### src/rtl/hazard_ctrl_pkg.sv
// Shared widths, writeback-source codes and FSM encodings for the pipeline
// hazard controller.
package hazard_ctrl_pkg;

  localparam int REGADDR_WIDTH = 5;
  typedef logic [REGADDR_WIDTH-1:0] regaddr_t;

  localparam int WB_SRC_WIDTH = 2;
  localparam logic [WB_SRC_WIDTH-1:0] WB_SRC_ALU = 2'd0;
  localparam logic [WB_SRC_WIDTH-1:0] WB_SRC_MEM = 2'd1;

  localparam int HZ_STATE_WIDTH = 2;
  localparam logic [HZ_STATE_WIDTH-1:0] HZ_RUN        = 2'd0;
  localparam logic [HZ_STATE_WIDTH-1:0] HZ_LOAD_STALL = 2'd1;
  localparam logic [HZ_STATE_WIDTH-1:0] HZ_MEM_WAIT   = 2'd2;

  typedef struct packed {
    logic pc_stall;
    logic if2id_stall;
    logic if2id_flush;
    logic id2ex_bubble;
    logic ex2mem_stall;
    logic mem2wb_bubble;
    logic muldiv_busy;
    logic mem_timeout;
  } hz_ctrl_t;

  // r0 is hardwired to zero, so it can never carry a real dependency.
  function automatic logic src_hit(input logic uses, input regaddr_t src,
                                   input regaddr_t dst);
    return uses && (dst != '0) && (src == dst);
  endfunction

endpackage

### src/rtl/hazard_ctrl_if.sv
// Pipeline-to-hazard-controller signal bundle: ID/EX/MEM status in,
// stage enable/clear controls out.
interface hazard_ctrl_if;
  import hazard_ctrl_pkg::*;

  regaddr_t                id_rs_addr;
  regaddr_t                id_rt_addr;
  logic                    id_uses_rs;
  logic                    id_uses_rt;
  logic                    id_is_muldiv;
  logic                    id_reads_hilo;
  regaddr_t                id2ex_wb_reg_addr;
  logic [WB_SRC_WIDTH-1:0] id2ex_wb_src;
  logic                    ex_branch_taken;
  logic                    mem_req;
  logic                    mem_ack;

  logic pc_stall;
  logic if2id_stall;
  logic if2id_flush;
  logic id2ex_bubble;
  logic ex2mem_stall;
  logic mem2wb_bubble;
  logic muldiv_busy;
  logic mem_timeout;

  modport master (
    output id_rs_addr, id_rt_addr, id_uses_rs, id_uses_rt, id_is_muldiv,
           id_reads_hilo, id2ex_wb_reg_addr, id2ex_wb_src, ex_branch_taken,
           mem_req, mem_ack,
    input  pc_stall, if2id_stall, if2id_flush, id2ex_bubble, ex2mem_stall,
           mem2wb_bubble, muldiv_busy, mem_timeout
  );

  modport slave (
    input  id_rs_addr, id_rt_addr, id_uses_rs, id_uses_rt, id_is_muldiv,
           id_reads_hilo, id2ex_wb_reg_addr, id2ex_wb_src, ex_branch_taken,
           mem_req, mem_ack,
    output pc_stall, if2id_stall, if2id_flush, id2ex_bubble, ex2mem_stall,
           mem2wb_bubble, muldiv_busy, mem_timeout
  );

endinterface

### src/rtl/hazard_ctrl_muldiv_tracker.sv
// Mul/div occupancy tracker: down-counter loaded on issue, busy flag and
// ID-stage stall for instructions that need the unit or its HI/LO result.
module hazard_ctrl_muldiv_tracker #(
  parameter int MULDIV_CYCLES = 8
) (
  input  logic clk,
  input  logic rst,
  input  logic is_muldiv_i,
  input  logic reads_hilo_i,
  input  logic id_hold_i,
  output logic busy_o,
  output logic stall_o
);

  localparam int CW = $clog2(MULDIV_CYCLES + 1);

  logic [CW-1:0] md_cnt_q, md_cnt_d;
  logic          free;
  logic          issue;

  // The final busy cycle (count 1) already frees the unit: the result is
  // ready and a new operation may issue that same cycle.
  always_comb begin
    free     = (md_cnt_q <= CW'(1));
    issue    = free && is_muldiv_i && !id_hold_i;
    busy_o   = (md_cnt_q != '0);
    stall_o  = !free && (is_muldiv_i || reads_hilo_i);
    md_cnt_d = md_cnt_q;
    if (issue) begin
      md_cnt_d = CW'(MULDIV_CYCLES);
    end else if (busy_o) begin
      md_cnt_d = md_cnt_q - CW'(1);
    end
  end

  always_ff @(posedge clk or posedge rst) begin
    if (rst) begin
      md_cnt_q <= '0;
    end else begin
      md_cnt_q <= md_cnt_d;
    end
  end

endmodule

### src/rtl/hazard_ctrl.sv
// Pipeline hazard controller: stalls, bubbles and flushes the 5-stage core
// for memory waits, taken branches, mul/div occupancy and load-use hazards.
module hazard_ctrl
  import hazard_ctrl_pkg::*;
#(
  parameter int LOAD_USE_STALL = 2,
  parameter int MULDIV_CYCLES  = 8,
  parameter int MEM_TIMEOUT    = 255
) (
  input logic         clk,
  input logic         rst,
  hazard_ctrl_if.slave hz
);

  localparam int LW = (LOAD_USE_STALL > 1) ? $clog2(LOAD_USE_STALL) : 1;
  localparam logic [LW-1:0] LD_INIT   = LW'(LOAD_USE_STALL - 1);
  localparam logic [7:0]    WAIT_TOP  = 8'(MEM_TIMEOUT);
  localparam logic [7:0]    WAIT_LAST = 8'(MEM_TIMEOUT - 1);

  logic [HZ_STATE_WIDTH-1:0] state_q, state_d;
  logic [HZ_STATE_WIDTH-1:0] ret_q, ret_d;
  logic [LW-1:0]             ld_cnt_q, ld_cnt_d;
  logic [7:0]                wait_q, wait_d;
  logic                      timeout_q, timeout_d;

  logic     mem_stall;
  logic     branch;
  logic     load_hit;
  logic     ld_stall;
  logic     id_hold;
  logic     md_busy;
  logic     md_stall;
  hz_ctrl_t ctrl;

  assign mem_stall = hz.mem_req && !hz.mem_ack;
  assign branch    = hz.ex_branch_taken && !mem_stall;
  assign load_hit  = (hz.id2ex_wb_src == WB_SRC_MEM) &&
                     (src_hit(hz.id_uses_rs, hz.id_rs_addr, hz.id2ex_wb_reg_addr) ||
                      src_hit(hz.id_uses_rt, hz.id_rt_addr, hz.id2ex_wb_reg_addr));
  assign ld_stall  = (state_q == HZ_LOAD_STALL) || ((state_q == HZ_RUN) && load_hit);
  assign id_hold   = mem_stall || branch || ld_stall;

  hazard_ctrl_muldiv_tracker #(
    .MULDIV_CYCLES(MULDIV_CYCLES)
  ) u_muldiv_tracker (
    .clk         (clk),
    .rst         (rst),
    .is_muldiv_i (hz.id_is_muldiv),
    .reads_hilo_i(hz.id_reads_hilo),
    .id_hold_i   (id_hold),
    .busy_o      (md_busy),
    .stall_o     (md_stall)
  );

  always_comb begin
    ctrl = '0;
    if (mem_stall) begin
      ctrl.pc_stall      = 1'b1;
      ctrl.if2id_stall   = 1'b1;
      ctrl.ex2mem_stall  = 1'b1;
      ctrl.mem2wb_bubble = 1'b1;
    end else if (branch) begin
      ctrl.if2id_flush  = 1'b1;
      ctrl.id2ex_bubble = 1'b1;
    end else if (md_stall || ld_stall) begin
      ctrl.pc_stall     = 1'b1;
      ctrl.if2id_stall  = 1'b1;
      ctrl.id2ex_bubble = 1'b1;
    end
    ctrl.muldiv_busy = md_busy;
    ctrl.mem_timeout = timeout_q;
    if (rst) begin
      ctrl = '0;
    end
  end

  assign hz.pc_stall      = ctrl.pc_stall;
  assign hz.if2id_stall   = ctrl.if2id_stall;
  assign hz.if2id_flush   = ctrl.if2id_flush;
  assign hz.id2ex_bubble  = ctrl.id2ex_bubble;
  assign hz.ex2mem_stall  = ctrl.ex2mem_stall;
  assign hz.mem2wb_bubble = ctrl.mem2wb_bubble;
  assign hz.muldiv_busy   = ctrl.muldiv_busy;
  assign hz.mem_timeout   = ctrl.mem_timeout;

  // During MEM_WAIT the load counter is left untouched, so it doubles as
  // the saved copy restored when the bus access completes.
  always_comb begin
    state_d   = state_q;
    ret_d     = ret_q;
    ld_cnt_d  = ld_cnt_q;
    wait_d    = '0;
    timeout_d = timeout_q;
    if (mem_stall) begin
      state_d = HZ_MEM_WAIT;
      if (state_q != HZ_MEM_WAIT) begin
        ret_d = state_q;
      end else begin
        wait_d = (wait_q == WAIT_TOP) ? wait_q : wait_q + 8'd1;
        if (wait_q == WAIT_LAST) begin
          timeout_d = 1'b1;
        end
      end
    end else if (branch) begin
      state_d  = HZ_RUN;
      ld_cnt_d = '0;
    end else begin
      case (state_q)
        HZ_RUN: begin
          if (load_hit && (LOAD_USE_STALL > 1)) begin
            state_d  = HZ_LOAD_STALL;
            ld_cnt_d = LD_INIT;
          end
        end
        HZ_LOAD_STALL: begin
          if (ld_cnt_q <= LW'(1)) begin
            state_d  = HZ_RUN;
            ld_cnt_d = '0;
          end else begin
            ld_cnt_d = ld_cnt_q - LW'(1);
          end
        end
        default: state_d = ret_q;
      endcase
    end
  end

  always_ff @(posedge clk or posedge rst) begin
    if (rst) begin
      state_q   <= HZ_RUN;
      ret_q     <= HZ_RUN;
      ld_cnt_q  <= '0;
      wait_q    <= '0;
      timeout_q <= 1'b0;
    end else begin
      state_q   <= state_d;
      ret_q     <= ret_d;
      ld_cnt_q  <= ld_cnt_d;
      wait_q    <= wait_d;
      timeout_q <= timeout_d;
    end
  end

endmodule

### src/flat_wrapper.sv
// flat-port wrapper written by rule: the top's interface ports become plain ports
module hazard_ctrl_flat import hazard_ctrl_pkg::*;
#(
  parameter int LOAD_USE_STALL = 2,
  parameter int MULDIV_CYCLES  = 8,
  parameter int MEM_TIMEOUT    = 255
)
  (clk, rst, hz_id_rs_addr, hz_id_rt_addr, hz_id_uses_rs, hz_id_uses_rt, hz_id_is_muldiv, hz_id_reads_hilo, hz_id2ex_wb_reg_addr, hz_id2ex_wb_src, hz_ex_branch_taken, hz_mem_req, hz_mem_ack, hz_pc_stall, hz_if2id_stall, hz_if2id_flush, hz_id2ex_bubble, hz_ex2mem_stall, hz_mem2wb_bubble, hz_muldiv_busy, hz_mem_timeout);
  hazard_ctrl_if hz_i ();
  input logic clk;
  input logic rst;
  input wire logic [$bits(hz_i.id_rs_addr)-1:0] hz_id_rs_addr;
  input wire logic [$bits(hz_i.id_rt_addr)-1:0] hz_id_rt_addr;
  input wire logic [$bits(hz_i.id_uses_rs)-1:0] hz_id_uses_rs;
  input wire logic [$bits(hz_i.id_uses_rt)-1:0] hz_id_uses_rt;
  input wire logic [$bits(hz_i.id_is_muldiv)-1:0] hz_id_is_muldiv;
  input wire logic [$bits(hz_i.id_reads_hilo)-1:0] hz_id_reads_hilo;
  input wire logic [$bits(hz_i.id2ex_wb_reg_addr)-1:0] hz_id2ex_wb_reg_addr;
  input wire logic [$bits(hz_i.id2ex_wb_src)-1:0] hz_id2ex_wb_src;
  input wire logic [$bits(hz_i.ex_branch_taken)-1:0] hz_ex_branch_taken;
  input wire logic [$bits(hz_i.mem_req)-1:0] hz_mem_req;
  input wire logic [$bits(hz_i.mem_ack)-1:0] hz_mem_ack;
  output wire logic [$bits(hz_i.pc_stall)-1:0] hz_pc_stall;
  output wire logic [$bits(hz_i.if2id_stall)-1:0] hz_if2id_stall;
  output wire logic [$bits(hz_i.if2id_flush)-1:0] hz_if2id_flush;
  output wire logic [$bits(hz_i.id2ex_bubble)-1:0] hz_id2ex_bubble;
  output wire logic [$bits(hz_i.ex2mem_stall)-1:0] hz_ex2mem_stall;
  output wire logic [$bits(hz_i.mem2wb_bubble)-1:0] hz_mem2wb_bubble;
  output wire logic [$bits(hz_i.muldiv_busy)-1:0] hz_muldiv_busy;
  output wire logic [$bits(hz_i.mem_timeout)-1:0] hz_mem_timeout;
  assign hz_i.id_rs_addr = hz_id_rs_addr;
  assign hz_i.id_rt_addr = hz_id_rt_addr;
  assign hz_i.id_uses_rs = hz_id_uses_rs;
  assign hz_i.id_uses_rt = hz_id_uses_rt;
  assign hz_i.id_is_muldiv = hz_id_is_muldiv;
  assign hz_i.id_reads_hilo = hz_id_reads_hilo;
  assign hz_i.id2ex_wb_reg_addr = hz_id2ex_wb_reg_addr;
  assign hz_i.id2ex_wb_src = hz_id2ex_wb_src;
  assign hz_i.ex_branch_taken = hz_ex_branch_taken;
  assign hz_i.mem_req = hz_mem_req;
  assign hz_i.mem_ack = hz_mem_ack;
  assign hz_pc_stall = hz_i.pc_stall;
  assign hz_if2id_stall = hz_i.if2id_stall;
  assign hz_if2id_flush = hz_i.if2id_flush;
  assign hz_id2ex_bubble = hz_i.id2ex_bubble;
  assign hz_ex2mem_stall = hz_i.ex2mem_stall;
  assign hz_mem2wb_bubble = hz_i.mem2wb_bubble;
  assign hz_muldiv_busy = hz_i.muldiv_busy;
  assign hz_mem_timeout = hz_i.mem_timeout;
  hazard_ctrl #(.LOAD_USE_STALL(LOAD_USE_STALL), .MULDIV_CYCLES(MULDIV_CYCLES), .MEM_TIMEOUT(MEM_TIMEOUT)) u_core (.clk(clk), .rst(rst), .hz(hz_i));
endmodule
### config.mk
export PLATFORM = sky130hd
export DESIGN_NAME = hazard_ctrl_flat
export DESIGN_NICKNAME = d
export VERILOG_FILES = /design/src/rtl/hazard_ctrl_pkg.sv /design/src/rtl/hazard_ctrl_if.sv /design/src/rtl/hazard_ctrl_muldiv_tracker.sv /design/src/rtl/hazard_ctrl.sv /design/src/flat_wrapper.sv
export SDC_FILE = /design/constraint.sdc
export NUM_CORES = 1
export LEC_CHECK = 0
export BUFFER_PORTS_ARGS = -buffer_cell sky130_fd_sc_hd__buf_2
export CAP_MARGIN = 20
export CORE_AREA = 2 2 55 52
export CTS_BUF_LIST = sky130_fd_sc_hd__clkbuf_2
export DETAILED_ROUTE_END_ITERATION = 6
export DIE_AREA = 0 0 57 54
export PLACE_DENSITY = 0.69
export SETUP_SLACK_MARGIN = 0.4
export SYNTH_ARGS = -nofsm -noshare
export SYNTH_HDL_FRONTEND = slang
export SYNTH_SLANG_ARGS = --single-unit
### constraint.sdc
create_clock -name clk -period 4.1 [get_ports clk]
set_input_delay 0.41 -clock clk [delete_from_list [all_inputs] [get_ports clk]]
set_output_delay 0.41 -clock clk [all_outputs]
set_load 0.05 [all_outputs]
---- Word-level counts from Yosys, hierarchy flattened ----
Index checks and enable logic that the tools add are counted.
storage, ports and cells
  output and inout port bits .............. 8
  input bits .............................. 26
  register bits ........................... 18
operators by class
  eq/ne operators ......................... 11
  add/sub/neg operators ................... 3
  bitwise operators ....................... 2
  reduce and logical (&&, ||, !) cells .... 30
  muxes and demuxes ....................... 23
  order comparisons ....................... 2
operators with widths
  operator                                                                           count
  8-bit two-way mux                                                                  4
  2-bit two-way mux                                                                  9
  8-bit == test (second input constant)                                              2
  1-bit logical AND                                                                  11
  5-bit == test                                                                      2
  8-bit by 1-bit adder with 8-bit output (second input constant)                     1
  4-bit two-way mux                                                                  2
  1-bit logical OR                                                                   6
  1-bit two-way mux                                                                  6
  3-bit AND reduction                                                                2
  5-bit nonzero test                                                                 1
  2-bit by 1-bit == test with 1-bit output (second input constant)                   2
  4-bit by 1-bit less-or-equal comparator with 1-bit output (second input constant)  1
  1-bit zero test                                                                    4
  4-bit by 1-bit != test with 1-bit output (second input constant)                   1
  4-bit by 2-bit != test with 1-bit output (second input constant)                   1
  2-bit one-hot mux with 2 select lines                                              1
  2-bit AND reduction                                                                2
  4-bit nonzero test                                                                 1
  4-bit by 1-bit subtractor with 4-bit output (second input constant)                1
  3-bit by 1-bit != test with 1-bit output (second input constant)                   1
  3-bit != test (second input constant)                                              1
  3-bit nonzero test                                                                 1
  2-bit zero test                                                                    1
  6 further kinds                                                                    7

---- Logic depth before layout (Yosys ltp) ----
Gate-level depths: netlist of the first run.
  word-level depth ........................ 12
  depth in mapped cells ................... 8
  gate-level depth less buffers ........... 7

---- Modules after synthesis ----
A second synthesis of the first run with hierarchy kept.
unflattened totals
  cells, all modules ...................... 124
  area total of the unflattened synthesis .. 1,099.8 µm²
modules (own cells, without submodules)
  module                      area each (µm²)  cells each  seq. area each (µm²)  times used
  hazard_ctrl                 860.8            100         325.3                 1
  hazard_ctrl_muldiv_tracker  239.0            24          100.1                 1

---- Least setup slack after synthesis of the first run ----
Ideal clock, no wire load.
  kind .................................... input port to output port
  start ................................... input hz_id2ex_wb_reg_addr[0]
  end ..................................... output hz_id2ex_bubble
  stages .................................. 5
  slack ................................... 1.462 ns
  data required time ...................... 3.690 ns
  arrival time ............................ 2.228 ns
  path through ............................ xnor2_1 > nand4_1 > o22ai_1 > nand2_1 > a311oi_1
between the ends
  word-level cells in the longest chain between the ends .. 12
  elaborated cells between the ends (all ways) .. 16
  classes of those cells .................. eq/ne: 2; mux: 4; reduce/logical: 10
ends and longest elaborated chain
  item                            line                   text
  start, declared                 flat_wrapper.sv:18     input wire logic [$bits(hz_i.id2ex_wb_reg_addr)-1:0] hz_id2ex_wb_reg_addr;
  5-bit nonzero test              hazard_ctrl_pkg.sv:31  return uses && (dst != '0) && (src == dst);
  1-bit logical AND (2 in a row)  hazard_ctrl_pkg.sv:31
  1-bit logical OR (*)            hazard_ctrl.sv:38      (src_hit(hz.id_uses_rs, hz.id_rs_addr, hz.id2ex_wb_reg_addr) ||
  1-bit logical AND (*)           hazard_ctrl.sv:37      assign load_hit = (hz.id2ex_wb_src == WB_SRC_MEM) &&
  1-bit logical AND (*)           hazard_ctrl.sv:40      assign ld_stall = (state_q == HZ_LOAD_STALL) || ((state_q == HZ_RUN) && load_hit);
  1-bit logical OR (*)            hazard_ctrl.sv:40
  1-bit logical OR (*)            hazard_ctrl.sv:65      end else if (md_stall || ld_stall) begin
  1-bit two-way mux (*)           hazard_ctrl.sv:65
  1-bit two-way mux (*)           hazard_ctrl.sv:62      end else if (branch) begin
  2-bit two-way mux (*)           hazard_ctrl.sv:57      if (mem_stall) begin
  8-bit two-way mux (*)           hazard_ctrl.sv:72      if (rst) begin
  end, declared                   flat_wrapper.sv:26     output wire logic [$bits(hz_i.id2ex_bubble)-1:0] hz_id2ex_bubble;
Mark *: on every way between the ends. The rest lies on a longest branch, timed or not.

---- Worst setup path in the final report of the first run ----
  start ................................... register u_core.u_muldiv_tracker.md_cnt_q[0]
  end ..................................... output hz_id2ex_bubble
between the ends
  word-level cells in the longest chain between the ends .. 8
ends and longest elaborated chain
  item                                                       line                              text
  start, declared                                            hazard_ctrl_muldiv_tracker.sv:17  logic [CW-1:0] md_cnt_q, md_cnt_d;
  start signal, assigned                                     hazard_ctrl_muldiv_tracker.sv:40  md_cnt_q <= md_cnt_d;
  4-bit by 1-bit less-or-equal comparator with 1-bit output  hazard_ctrl_muldiv_tracker.sv:24  free = (md_cnt_q <= CW'(1));
  1-bit zero test                                            hazard_ctrl_muldiv_tracker.sv:27  stall_o = !free && (is_muldiv_i || reads_hilo_i);
  1-bit logical AND                                          hazard_ctrl_muldiv_tracker.sv:27
  1-bit logical OR                                           hazard_ctrl.sv:65
  1-bit two-way mux                                          hazard_ctrl.sv:65
  1-bit two-way mux                                          hazard_ctrl.sv:62
  2-bit two-way mux                                          hazard_ctrl.sv:57
  8-bit two-way mux                                          hazard_ctrl.sv:72
Every way passes these cells.

==> results of run 1 <==
[routing by layer]
layer / wire (um) / global-route usage
met5: 0 / 0
met4: 0 / 0.0426
met3: 56 / 0.0216
met2: 1120 / 0.295
met1: 1080 / 0.198
[synthesized netlist by cell type]
library cell and count:
sky130_fd_sc_hd__and3_1 3, sky130_fd_sc_hd__a211o_2 1, sky130_fd_sc_hd__a21oi_2 1, sky130_fd_sc_hd__nand2_1 12, sky130_fd_sc_hd__nor3_1 5, sky130_fd_sc_hd__a31oi_1 3
sky130_fd_sc_hd__ha_1 5, sky130_fd_sc_hd__nor2b_1 3, sky130_fd_sc_hd__xor2_1 1, sky130_fd_sc_hd__o21ai_0 2, sky130_fd_sc_hd__nand4b_1 1, sky130_fd_sc_hd__and4_1 2
sky130_fd_sc_hd__nand2b_1 4, sky130_fd_sc_hd__nor2_1 22, sky130_fd_sc_hd__buf_4 2, sky130_fd_sc_hd__or4_1 1, sky130_fd_sc_hd__dfrtp_1 17, sky130_fd_sc_hd__nor3b_1 1
sky130_fd_sc_hd__a21o_1 1, sky130_fd_sc_hd__nand3_1 4, sky130_fd_sc_hd__nand4_1 3, sky130_fd_sc_hd__xnor2_1 12, sky130_fd_sc_hd__nor4b_2 1, sky130_fd_sc_hd__or2_2 1
sky130_fd_sc_hd__or3_1 1, sky130_fd_sc_hd__inv_1 4, sky130_fd_sc_hd__a21oi_1 6, sky130_fd_sc_hd__a211oi_1 1, sky130_fd_sc_hd__a311oi_1 2, sky130_fd_sc_hd__o22ai_1 1
sky130_fd_sc_hd__nand3b_1 2
[metrics by stage]
stage          cells  setup slack (ps)  total power [W]  hold slack, ps  utilization
3_5_place_dp     186              1930         0.000406             450        0.496
4_1_cts          190              1710         0.000481             260        0.504
5_1_grt          190              1530         0.000515             276        0.504
3_3_place_gp     186              1980         0.000400             444        0.496
2_1_floorplan    125              1460         0.000360             350            -
6_report         190              1740         0.000477             243        0.504
[how the worst max path moves through the flow]
stage                                                   start  cells past startpoint  slack [ps]              end
after global routing      u_core.u_muldiv_tracker.md_cnt_q[0]                      8        1530  hz_id2ex_bubble
after CTS                 u_core.u_muldiv_tracker.md_cnt_q[0]                      8        1710  hz_id2ex_bubble
after global placement                hz_id2ex_wb_reg_addr[3]                      7        1980  hz_id2ex_bubble
after floorplan                       hz_id2ex_wb_reg_addr[0]                      5        1460  hz_id2ex_bubble
final                     u_core.u_muldiv_tracker.md_cnt_q[0]                      8        1740  hz_id2ex_bubble
after detailed placement              hz_id2ex_wb_reg_addr[4]                      7        1930  hz_id2ex_bubble
[cell usage in the layout (no fill, tap or decap), types with 3 or more instances in the layout]
cell type,n
sky130_fd_sc_hd__nand2b_1,4
sky130_fd_sc_hd__ha_1,5
sky130_fd_sc_hd__nor2_1,22
sky130_fd_sc_hd__a21oi_1,6
sky130_fd_sc_hd__and3_1,3
sky130_fd_sc_hd__dfrtp_1,17
sky130_fd_sc_hd__nand4_1,3
sky130_fd_sc_hd__buf_2,33
sky130_fd_sc_hd__inv_1,4
sky130_fd_sc_hd__clkbuf_2,4
sky130_fd_sc_hd__a31oi_1,3
sky130_fd_sc_hd__nor3_1,5
sky130_fd_sc_hd__nand3_1,4
sky130_fd_sc_hd__nand2_1,12
sky130_fd_sc_hd__nor2b_1,3
sky130_fd_sc_hd__xnor2_1,12
[cell families after synthesis]
group	Yosys count	synth area share
AND/OR/NAND/NOR	66	0.311
AO/OA/AOI/OAI	18	0.107
flip-flops	17	0.392
XOR/XNOR	13	0.105
buffers and inverters	6	0.0276
adder cells (fa/ha/maj)	5	0.0576
[cell type report]
| type | count | area, sq um | share of cell area |
|---|---|---|---|
| clock buffers | 4 | 20.0 | 0.0155 |
| repair buffers | 33 | 165 | 0.128 |
| inverters | 4 | 15.0 | 0.0116 |
| flip-flops and latches | 17 | 425 | 0.329 |
| well taps | 30 | 37.5 | 0.0290 |
| multi-input cells | 102 | 631 | 0.487 |
[flip-flops by register name, summed over array words and instances, names as in the netlist]
signal / cells
u_core.wait_q: 8
u_core.u_muldiv_tracker.md_cnt_q: 4
u_core.ret_q: 2
u_core.state_q: 2
u_core.timeout_q: 1
[critical path, stage by stage (launching register included)]
cell,delay [ps]
sky130_fd_sc_hd__dfrtp_1,400
sky130_fd_sc_hd__inv_1,90
sky130_fd_sc_hd__ha_1,240
sky130_fd_sc_hd__nor2_1,100
sky130_fd_sc_hd__nor3_1,70
sky130_fd_sc_hd__nor2_1,150
sky130_fd_sc_hd__nor2_1,60
sky130_fd_sc_hd__a311oi_1,260
sky130_fd_sc_hd__buf_2,310
[power groups by stage]
stage               sequential (W)  combinational (W)  clock [W]
finish                    0.000208           0.000193  0.0000759
global route              0.000213           0.000219  0.0000838
CTS                       0.000208           0.000195  0.0000784
floorplan                 0.000207           0.000153          0
detailed placement        0.000212           0.000194          0
global placement          0.000210           0.000190          0
==> metrics list, run 1 <==
- Largest net degree at the start of global routing: 20
- Via total after detailed routing: 989
* Fraction of final layout cells with drive strength greater than 1: 0.256
* Placed inst area: 1270 sq um
- The final layout contains routed wiring with a total length of 2250 um.
- The area growth from synthesis to layout is 19.1%.
- Counting the buffers created by CTS gives 3.
- Number of nets in the synthesized netlist: 156
* Initial cell density of the core: 0.423
* IR Drop Worst-Case VDD: 212 uV
* Htree depth: 1
- The share of the Yosys chip area taken by registers is 0.392.
* Top-area cell type share of the netlist area: 0.392
- For this run, the number of Yosys warnings is 0.
- Synthesis handed over a netlist of 125 instances.
* Per-cell via count in the routed design: 5.21
* Number of nets with antenna violations after routing: 0
- At the worst endpoint, the required time is 3690 ps.
- The repair_antennas step left the layout with diodes totalling 0.
- Boundary Pins: 34
- Aggregate global routing overflow: 0
- Die outline height: 54 um
* IO Port Bufs: 33
- Dividing the detail-routed wire length by the instance count gives 11.9 um.
* Switch share: 0.382
* Count of max-cap constraint violations: 0
- The die covers 3080 sq um.
- The clock reaches the later pin of the worst-skew pair after 280 ps.
* Slew margin rel.: 0.545
- The floorplan has 18 rows.
* CTS max path bufs: 2
* Seq cells post-synth: 17
- Setup repair after global routing missed its margin: false
* RePlAce Congestion: 0.783
* Clock transition at path regs: 160 ps
* Startpoint kind of the worst setup timing path: flip-flop
- Clock network power share: 0.159
- Post-CTS setup buffer count: 0
- Number of antenna violations at the first check in global routing: 0
- Once layout is done, the placed cells without fillers occupy 1290 sq um.
- Lkg Pwr: 0.630 nW
* DRC: 0
- Clock sink count: 17
- Worst clock skew on the final layout: 1.50 ps
* Crit path arrival time: 1950 ps
- The number of pins exceeding their max-slew limit in the final report came to 0.
* Combinational power share: 0.405
- Crit path kind: flip-flop to primary output
* Vias in the first global route: 951
* CTS hold repair buffers: 0
* P per Cell Area: 369 nW/um^2
* Count of routing violations after the opening detailed-route iteration: 11
* Resized Gates After CTS: 0
- Total track usage: 0.160
* Outcome: completed
- Of the total power, registers draw 0.436.
* R2R Setup Slk: 2500 ps
- Root cell of the clock tree: sky130_fd_sc_hd__clkbuf_2
* DRT Pass-1 Iters: 4
* Horizontal die dimension: 57 um
- Critical-path maximum fanout: 3
- Placeable core region: 2570 sq um
- For the pin with the worst max-slew slack, the measured transition is 682 ps.
* Synth top area cells: sky130_fd_sc_hd__dfrtp_1, sky130_fd_sc_hd__xnor2_1, sky130_fd_sc_hd__nor2_1, sky130_fd_sc_hd__ha_1, sky130_fd_sc_hd__nand2_1
- TritonCTS clock tree: yes
* Launch instance of the worst register-to-register path: u_core.u_muldiv_tracker.md_cnt_q[0]
* Cell count of the worst reg-to-reg path: 7
* First-pass GRT wire length: 3880 um
- Final setup vio count: 0
- Netlist area before placement: 1090 sq um
* Classification of the worst-slack hold path: input port to async pin
- Post-detailed-placement half-perimeter wirelength: 1820 um
- Final period utilization: 0.576
* Total Negative Setup Slacks: 0 ps
- Number of hold violations in the final report: 0
* Switching component of the power: 0.000182 W
- Internal power comes to 0.000295 W.
* Number of unique standard cell types used by synthesis: 31
- After filler insertion, the fill cell instance count of the layout stands at 273.
* Cell type contributing the most total cell area after synthesis: sky130_fd_sc_hd__dfrtp_1
- Timing would allow up to 424 MHz.
- STA classifies the critical path endpoint as a primary output.
- In the final design database the tool counted 192 nets.
* Minimum clock period: 2360 ps
* Worst r2r dst: u_core.u_muldiv_tracker.md_cnt_q[3]
- A synthesized cell averages 8.69 sq um.
Note: power is estimated with default switching activity, not from simulation.
==> inputs of run 2 (changes only) <==
--- a/config.mk
+++ b/config.mk
@@ -11,7 +11,7 @@
 export CTS_BUF_LIST = sky130_fd_sc_hd__clkbuf_2
 export DETAILED_ROUTE_END_ITERATION = 6
 export DIE_AREA = 0 0 57 54
-export PLACE_DENSITY = 0.69
+export PLACE_DENSITY = 0.72
 export SETUP_SLACK_MARGIN = 0.4
 export SYNTH_ARGS = -nofsm -noshare
 export SYNTH_HDL_FRONTEND = slang
==> constraint.sdc (replaced) <==
create_clock -name clk -period 2.14 [get_ports clk]
set_input_delay 0.214 -clock clk [delete_from_list [all_inputs] [get_ports clk]]
set_output_delay 0.214 -clock clk [all_outputs]
set_load 0.05 [all_outputs]
==> metrics list, run 2 (synthesized netlist as in run 1, its figures left out) <==
- The flow ran to the end, and the final reports show no timing, DRC or antenna violations.
- CTS max path bufs: 2 (unchanged)
- The die span in y was 54 um (unchanged).
- Data required time at the worst endpoint: 1930 ps (-1760 ps)
- The largest registers in the layout are u_core.wait_q (8), u_core.u_muldiv_tracker.md_cnt_q (4).
* Switching component of the power: 0.000480 W (+160%)
- Number of hold violations in the final report: 0 (unchanged)
- IO Port Bufs: 33 (unchanged)
- The final antenna-violating net count was 0 (unchanged).
- Horizontal die dimension: 57 um (unchanged)
- The routability congestion estimate from global placement came to 0.809 (+3.3%).
- The via density per instance is 5.20 (about the same).
- The half-perimeter wire length after placement was 1960 um (+7.6%).
- # rows: 18 (unchanged)
- Max reg flops: 8 (unchanged)
- Highest achievable clock rate: 502 MHz
* Final Cell Area: 1520 sq um (+18%)
- The total core area is 2570 sq um (unchanged).
* Setup ws final: 149 ps (-1590 ps)
- The global-route congestion overflow total came to 0 (unchanged).
- Crit path arrival time: 1780 ps (-170 ps)
- DRC: 0 (unchanged)
* Total Negative Setup Slacks: 0 ps (unchanged)
* Setup WS pre-CTS: 224 ps (-1710 ps)
- The maximum vdd ir drop came to 523 uV (+150%).
- First-pass GRT wire length: 4440 um (+14%)
- CTS placed an instance of sky130_fd_sc_hd__clkbuf_2 at the clock tree root.
- The fraction of layout cells with a size suffix above 1 was 0.413 (+0.157).
* Critical-path maximum fanout: 3 (unchanged)
- Combinational power share: 0.534 (+0.129)
* R2R Setup Slk: 580 ps (-1920 ps)
* Antenna diode instance count: 0 (unchanged)
* Htree depth: 1 (unchanged)
- The transition time at the pin with the least slew margin is 565 ps (-116 ps).
* Count of max-cap constraint violations: 0 (unchanged)
- Via total after detailed routing: 1051 (+6.3%)
- Count of routing violations after the opening detailed-route iteration: 11 (unchanged)
- The leakage component of the power was 0.703 nW (+12%).
- The worst register-to-register path begins at u_core.wait_q[0].
* Number of antenna violations at the first check in global routing: 0 (unchanged)
- Minimum clock period: 1990 ps
- Largest net degree at the start of global routing: 12 (-40%)
- Worst r2r dst: u_core.wait_q[5]
- The number of cells traversed by the worst register-to-register path is 6 (-1).
- Classification of the worst-slack hold path: input port to async pin
* Register bank with the most flops: u_core.wait_q
- The post-route worst hold slack is 24.8 ps (-218 ps).
- The library cell used most frequently in the layout, excluding fill and tap cells, is sky130_fd_sc_hd__buf_2.
* Clock network power share: 0.125 (-0.034)
- The total power divided by cell area came to 795 nW/um^2 (+120%).
- Type of destination of the critical path: primary output
- Nets: 204 (+6.3%)
* Vias in the first global route: 1027 (+8.0%)
- The area after detailed placement came to 1330 sq um (+4.1%).
- The area of the die was 3080 sq um (unchanged).
- The global-route usage over all layers was 0.188 (+0.0280).
- The top-level port count is 34 (unchanged).
- The count of final setup violators was 0 (unchanged).
- Switch share: 0.397 (+0.0143)
- WL final: 2740 um (+21%)
* Worst clock skew on the final layout: 31.9 ps (+30.4 ps)
- The library cells used most frequently in the layout, excluding fill and tap cells, are sky130_fd_sc_hd__buf_2, sky130_fd_sc_hd__nor2_1, sky130_fd_sc_hd__dfrtp_1, sky130_fd_sc_hd__xnor2_1, sky130_fd_sc_hd__buf_4.
- Final period utilization: 0.931
- Slew margin rel.: 0.622 (+0.0772)
* Initial cell density of the core: 0.423 (unchanged)
- The internal portion of total power came to 0.000731 W (+150%).
* Clock network latency to the later pin of the worst-skew pair: 320 ps (+40 ps)
- The share of total power in sequential cells is 0.342 (-0.094).
- Startpoint kind of the worst setup timing path: flip-flop
- TritonCTS built the clock tree.
* Clock transition at path regs: 190 ps (+30 ps)
* Clock sink count: 17 (unchanged)
* Setup repair after global routing missed its margin: true
- The first-pass iteration count of the detailed router is 4 (unchanged).
- The number of buffers created by CTS was 3 (unchanged).
- The detailed-route wire length per cell came to 13.5 um (+14%).
* Count of pins over their slew limit: 0 (unchanged)
- From synthesis to final layout, the design area changed by 40.2%.
- Crit path kind: flip-flop to primary output
-- run 2: changes by cell type in the layout (fill, tap and decap cells not counted), sizes merged --
cell,change
dlygate4sd3,+1
clkbuf,-1
clkinvlp,+1
buf,+11
-- run 2: stage by stage --
stage               total power [W]   util  instances
floorplan                  0.000710      -        125
global placement           0.000784  0.517        187
detailed placement         0.000806  0.517        187
CTS                         0.00107  0.565        198
global route                0.00129  0.593        202
finish                      0.00121  0.593        202
-- run 2: what timing repair did --
action | CTS | global route
endpoints found under the hold margin | 6 | 0
buffers inserted | 6 | 4
pin swaps | 5 | 5
hold buffers | 1 | 0
cloned | 0 | 0
setup endpoints to repair | 4 | 5
gates resized for setup | 14 | 12
-- run 2: power by group through the flow --
stage / combinational (W) / sequential (W) / clock [W]
finish: 0.000646 / 0.000414 / 0.000151
detailed placement: 0.000396 / 0.000409 / 0
CTS: 0.000512 / 0.000405 / 0.000156
floorplan: 0.000311 / 0.000399 / 0
global route: 0.000700 / 0.000420 / 0.000169
global placement: 0.000378 / 0.000406 / 0
-- run 2: final cells by class --
type | instances | area, sq um
fill | 226 | 1040
multi-input combinational | 102 | 738
sequential | 17 | 427
timing repair buffer | 45 | 283
tap | 30 | 37.5
clock buffer | 3 | 15.0
inverter | 4 | 15.0
clock inverter | 1 | 7.51
-- run 2: how the worst max path moves through the flow --
| stage | slack [ps] | start | end | cells after the start |
|---|---|---|---|---|
| after floorplan | 370 | u_core.state_q[1] | hz_pc_stall | 4 |
| after global placement | 270 | hz_id2ex_wb_reg_addr[0] | hz_id2ex_bubble | 7 |
| after detailed placement | 220 | hz_id2ex_wb_reg_addr[4] | hz_id2ex_bubble | 7 |
| after CTS | 130 | u_core.u_muldiv_tracker.md_cnt_q[0] | hz_pc_stall | 7 |
| after global routing | 30 | u_core.u_muldiv_tracker.md_cnt_q[1] | hz_if2id_stall | 8 |
| final | 150 | u_core.u_muldiv_tracker.md_cnt_q[1] | hz_if2id_stall | 8 |
-- run 2: worst max-delay path, stage by stage (launching register included) --
cell and delay (ps):
sky130_fd_sc_hd__dfrtp_1 440, sky130_fd_sc_hd__inv_2 100, sky130_fd_sc_hd__ha_2 180, sky130_fd_sc_hd__nor2_2 40, sky130_fd_sc_hd__nor3_2 180, sky130_fd_sc_hd__nor2_2 90, sky130_fd_sc_hd__nor2_2 140, sky130_fd_sc_hd__a31oi_4 120
sky130_fd_sc_hd__buf_6 170
-- run 2: routing by layer --
metal  track usage  vias to the layer above  part of all wire
met3        0.0457                        4             0.032
met2         0.360                       19              0.51
met4        0.0349                        0            0.0099
met1         0.216                      503              0.44
met5             0                        -                 0
li1              -                      525                 -
==> inputs of run 3 (changes only) <==
--- a/config.mk
+++ b/config.mk
@@ -7,11 +7,11 @@
 export LEC_CHECK = 0
 export BUFFER_PORTS_ARGS = -buffer_cell sky130_fd_sc_hd__buf_2
 export CAP_MARGIN = 20
-export CORE_AREA = 2 2 55 52
+export CORE_AREA = 3 3 56 53
 export CTS_BUF_LIST = sky130_fd_sc_hd__clkbuf_2
 export DETAILED_ROUTE_END_ITERATION = 6
-export DIE_AREA = 0 0 57 54
-export PLACE_DENSITY = 0.72
+export DIE_AREA = 0 0 59 56
+export PLACE_DENSITY = 0.83
 export SETUP_SLACK_MARGIN = 0.4
 export SYNTH_ARGS = -nofsm -noshare
 export SYNTH_HDL_FRONTEND = slang
==> metrics list, run 3 (synthesized netlist as in run 1, its figures left out) <==
* Outcome: completed
* Data required time at the worst endpoint: 1930 ps (about the same)
* IO Port Bufs: 33 (unchanged)
* Nets: 200 (-2.0%)
- The starting density of the core was 0.448 (+0.0249).
- Max reg flops: 8 (unchanged)
- By startpoint and endpoint, the worst setup path is classified as flip-flop to primary output.
* Classification of the worst-slack hold path: input port to async pin
* Internal: 0.000671 W (-8.2%)
* Fraction of final layout cells with drive strength greater than 1: 0.369 (-0.0437)
- Combinational power share: 0.495 (-0.039)
* DRT Pass-1 Iters: 4 (unchanged)
- Final setup vio count: 0 (unchanged)
* # rows: 17 (-1)
- The die span in y is 56 um (+3.7%).
- The transition time at the pin with the least slew margin is 546 ps (-19.4 ps).
- The clock transition at the registers of the reported paths is 160 ps (-30 ps).
- IR Drop Worst-Case VDD: 617 uV (+18%)
* Final period utilization: 0.893 (-0.0375)
* Largest stage delay on the critical path: 440 ps (about the same)
* Via total after detailed routing: 1026 (-2.4%)
* Slew margin rel.: 0.635 (+0.0129)
- Horizontal die dimension: 59 um (+3.5%)
- The final worst clock skew came to 5.18 ps (-26.7 ps).
- From synthesis to final layout, the design area changed by 34.6%.
- Placeable core region: 2420 sq um (-5.6%)
- Antenna diode instance count: 0 (unchanged)
- Fraction of power consumed by sequential logic: 0.375 (+0.033)
* Cell repeated most along the worst path: sky130_fd_sc_hd__nor2_2
* Total track usage: 0.178 (-0.00946)
* Register bank with the most flops: u_core.wait_q
* Routed wirelength normalized by instance count: 13.3 um (-2.1%)
- Count of routing violations after the opening detailed-route iteration: 27 (+16)
- Startpoint kind of the worst setup timing path: flip-flop
- Number of hold violations in the final report: 0 (unchanged)
- # fillers: 206 (-8.8%)
- The top-level port count came to 34 (unchanged).
- The number of pins exceeding their max-slew limit in the final report came to 0 (unchanged).
- Switching component of the power: 0.000436 W (-9.2%)
* Lkg Pwr: 0.683 nW (-2.9%)
* Total Negative Setup Slacks: 0 ps (unchanged)
- Root cell of the clock tree: sky130_fd_sc_hd__clkbuf_2
* First-pass GRT wire length: 4610 um (+3.9%)
- The count of unresolved DRC violations after routing came to 0 (unchanged).
- The fraction of the core area covered by cells at the end of the flow came to 0.603 (+0.00960).
- The total wire length came to 2600 um (-5.0%).
- The overall power consumption was 0.00111 W (-8.6%).
- The global-route congestion overflow total came to 0 (unchanged).
* CTS max path bufs: 2 (unchanged)
* Switch share: 0.394 (-0.00271)
- Most common library cell in the layout ignoring fill and taps: sky130_fd_sc_hd__buf_2
- Most frequent cells in the layout: sky130_fd_sc_hd__buf_2, sky130_fd_sc_hd__nor2_1, sky130_fd_sc_hd__dfrtp_1, sky130_fd_sc_hd__xnor2_1, sky130_fd_sc_hd__nand2_1
* TritonCTS clock tree: yes
- Number of CTS-inserted buffers: 3 (unchanged)
- Count of max-cap constraint violations: 0 (unchanged)
- The half-perimeter wire length after placement is 2090 um (+6.8%).
- Setup repair after global routing missed its margin: true
- Htree depth: 1 (unchanged)
- Vias in the first global route: 1059 (+3.1%)
- The routability congestion estimate from global placement was 0.868 (+7.3%).
- Minimum clock period: 1910 ps (-80.3 ps)
- The largest registers in the layout are u_core.wait_q (8), u_core.u_muldiv_tracker.md_cnt_q (4).
* Largest net degree at the start of global routing: 14 (+2)
- The maximum clock rate came to 523 MHz (+4.2%).
* Crit path arrival time: 1700 ps (-80 ps)
- Clock network latency to the later pin of the worst-skew pair: 280 ps (-40 ps)
- Clock sink count: 17 (unchanged)
- Worst path cell trace: ha_2 -> nor2_4 -> nor3_4 -> nor2_2 -> nor2_2 -> a311oi_4 -> buf_6
* Per-cell via count in the routed design: 5.23 (+0.61%)
- The share of total power in the clock network is 0.130 (+0.005).
- Critical-path maximum fanout: 3 (unchanged)
* Type of destination of the critical path: primary output
* Standard cell with the maximum stage delay on the critical path: sky130_fd_sc_hd__dfrtp_1
- The total power divided by cell area is 757 nW/um^2 (-4.7%).
- Number of nets with antenna violations after routing: 0 (unchanged)
- The area of the die was 3300 sq um (+7.3%).
* Number of antenna violations at the first check in global routing: 0 (unchanged)
[run 3: layer usage]
layer / GRT usage / vias up / share of wire
li1: - / 520 / -
met1: 0.232 / 479 / 0.44
met2: 0.282 / 21 / 0.51
met3: 0.0487 / 6 / 0.032
met4: 0.0583 / 0 / 0.016
met5: 0 / - / 0
[run 3: power groups by stage]
stage / Combinational, W / Sequential, W / Clock [W]
after floorplan: 0.000311 / 0.000399 / 0
after global placement: 0.000382 / 0.000405 / 0
after detailed placement: 0.000398 / 0.000412 / 0
after CTS: 0.000516 / 0.000413 / 0.000150
after global routing: 0.000599 / 0.000423 / 0.000171
final: 0.000548 / 0.000415 / 0.000144
[run 3: repair_timing]
| action | 4_1_cts | 5_1_grt |
|---|---|---|
| setup endpoints to repair | 4 | 4 |
| resized for setup | 15 | 3 |
| hold buffers | 1 | 0 |
| pin swaps | 3 | 2 |
| setup buffers | 4 | 2 |
| cloned | 0 | 0 |
| endpoints found under the hold margin | 4 | 0 |
[run 3: per-stage QoR]
stage	worst slack [ps]	instance area, sq um	instances	hold WS (ps)
after floorplan	373	1130	125	154
after global placement	292	1320	185	194
after detailed placement	234	1320	185	204
after CTS	165	1440	194	36.8
after global routing	101	1460	196	30.8
final	229	1460	196	47.6
[run 3: worst paths after layout]
check,startpoint,to,slack [ps],cells after the start
worst max-delay path,u_core.u_muldiv_tracker.md_cnt_q[0],hz_id2ex_bubble,230,7
worst min-delay path,rst,u_core.wait_q[0],50,3
worst max register to register,u_core.wait_q[0],u_core.wait_q[5],570,6
worst min register to register,u_core.timeout_q,u_core.timeout_q,490,1
max in group asynchronous,rst,u_core.state_q[1],1460,3
min in group clk,hz_ex_branch_taken,u_core.state_q[1],200,2
[run 3: cell type report]
cell class              instances  area [sq um]  area share
multi-input cells             102           718       0.491
clock buffers                   4          20.0      0.0137
repair buffers                 41           246       0.169
inverters                       4          15.0      0.0103
well taps                      28          35.0      0.0240
flip-flops and latches         17           427       0.292
[run 3: worst max-delay path, delay by kind of cell, from the launching register on]
kind,cells,cell delay (ps)
adder cells (fa/ha/maj),1,210
AND/OR/NAND/NOR,4,360
AO/OA/AOI/OAI,1,210
buffers and inverters,1,200
flip-flops,1,440
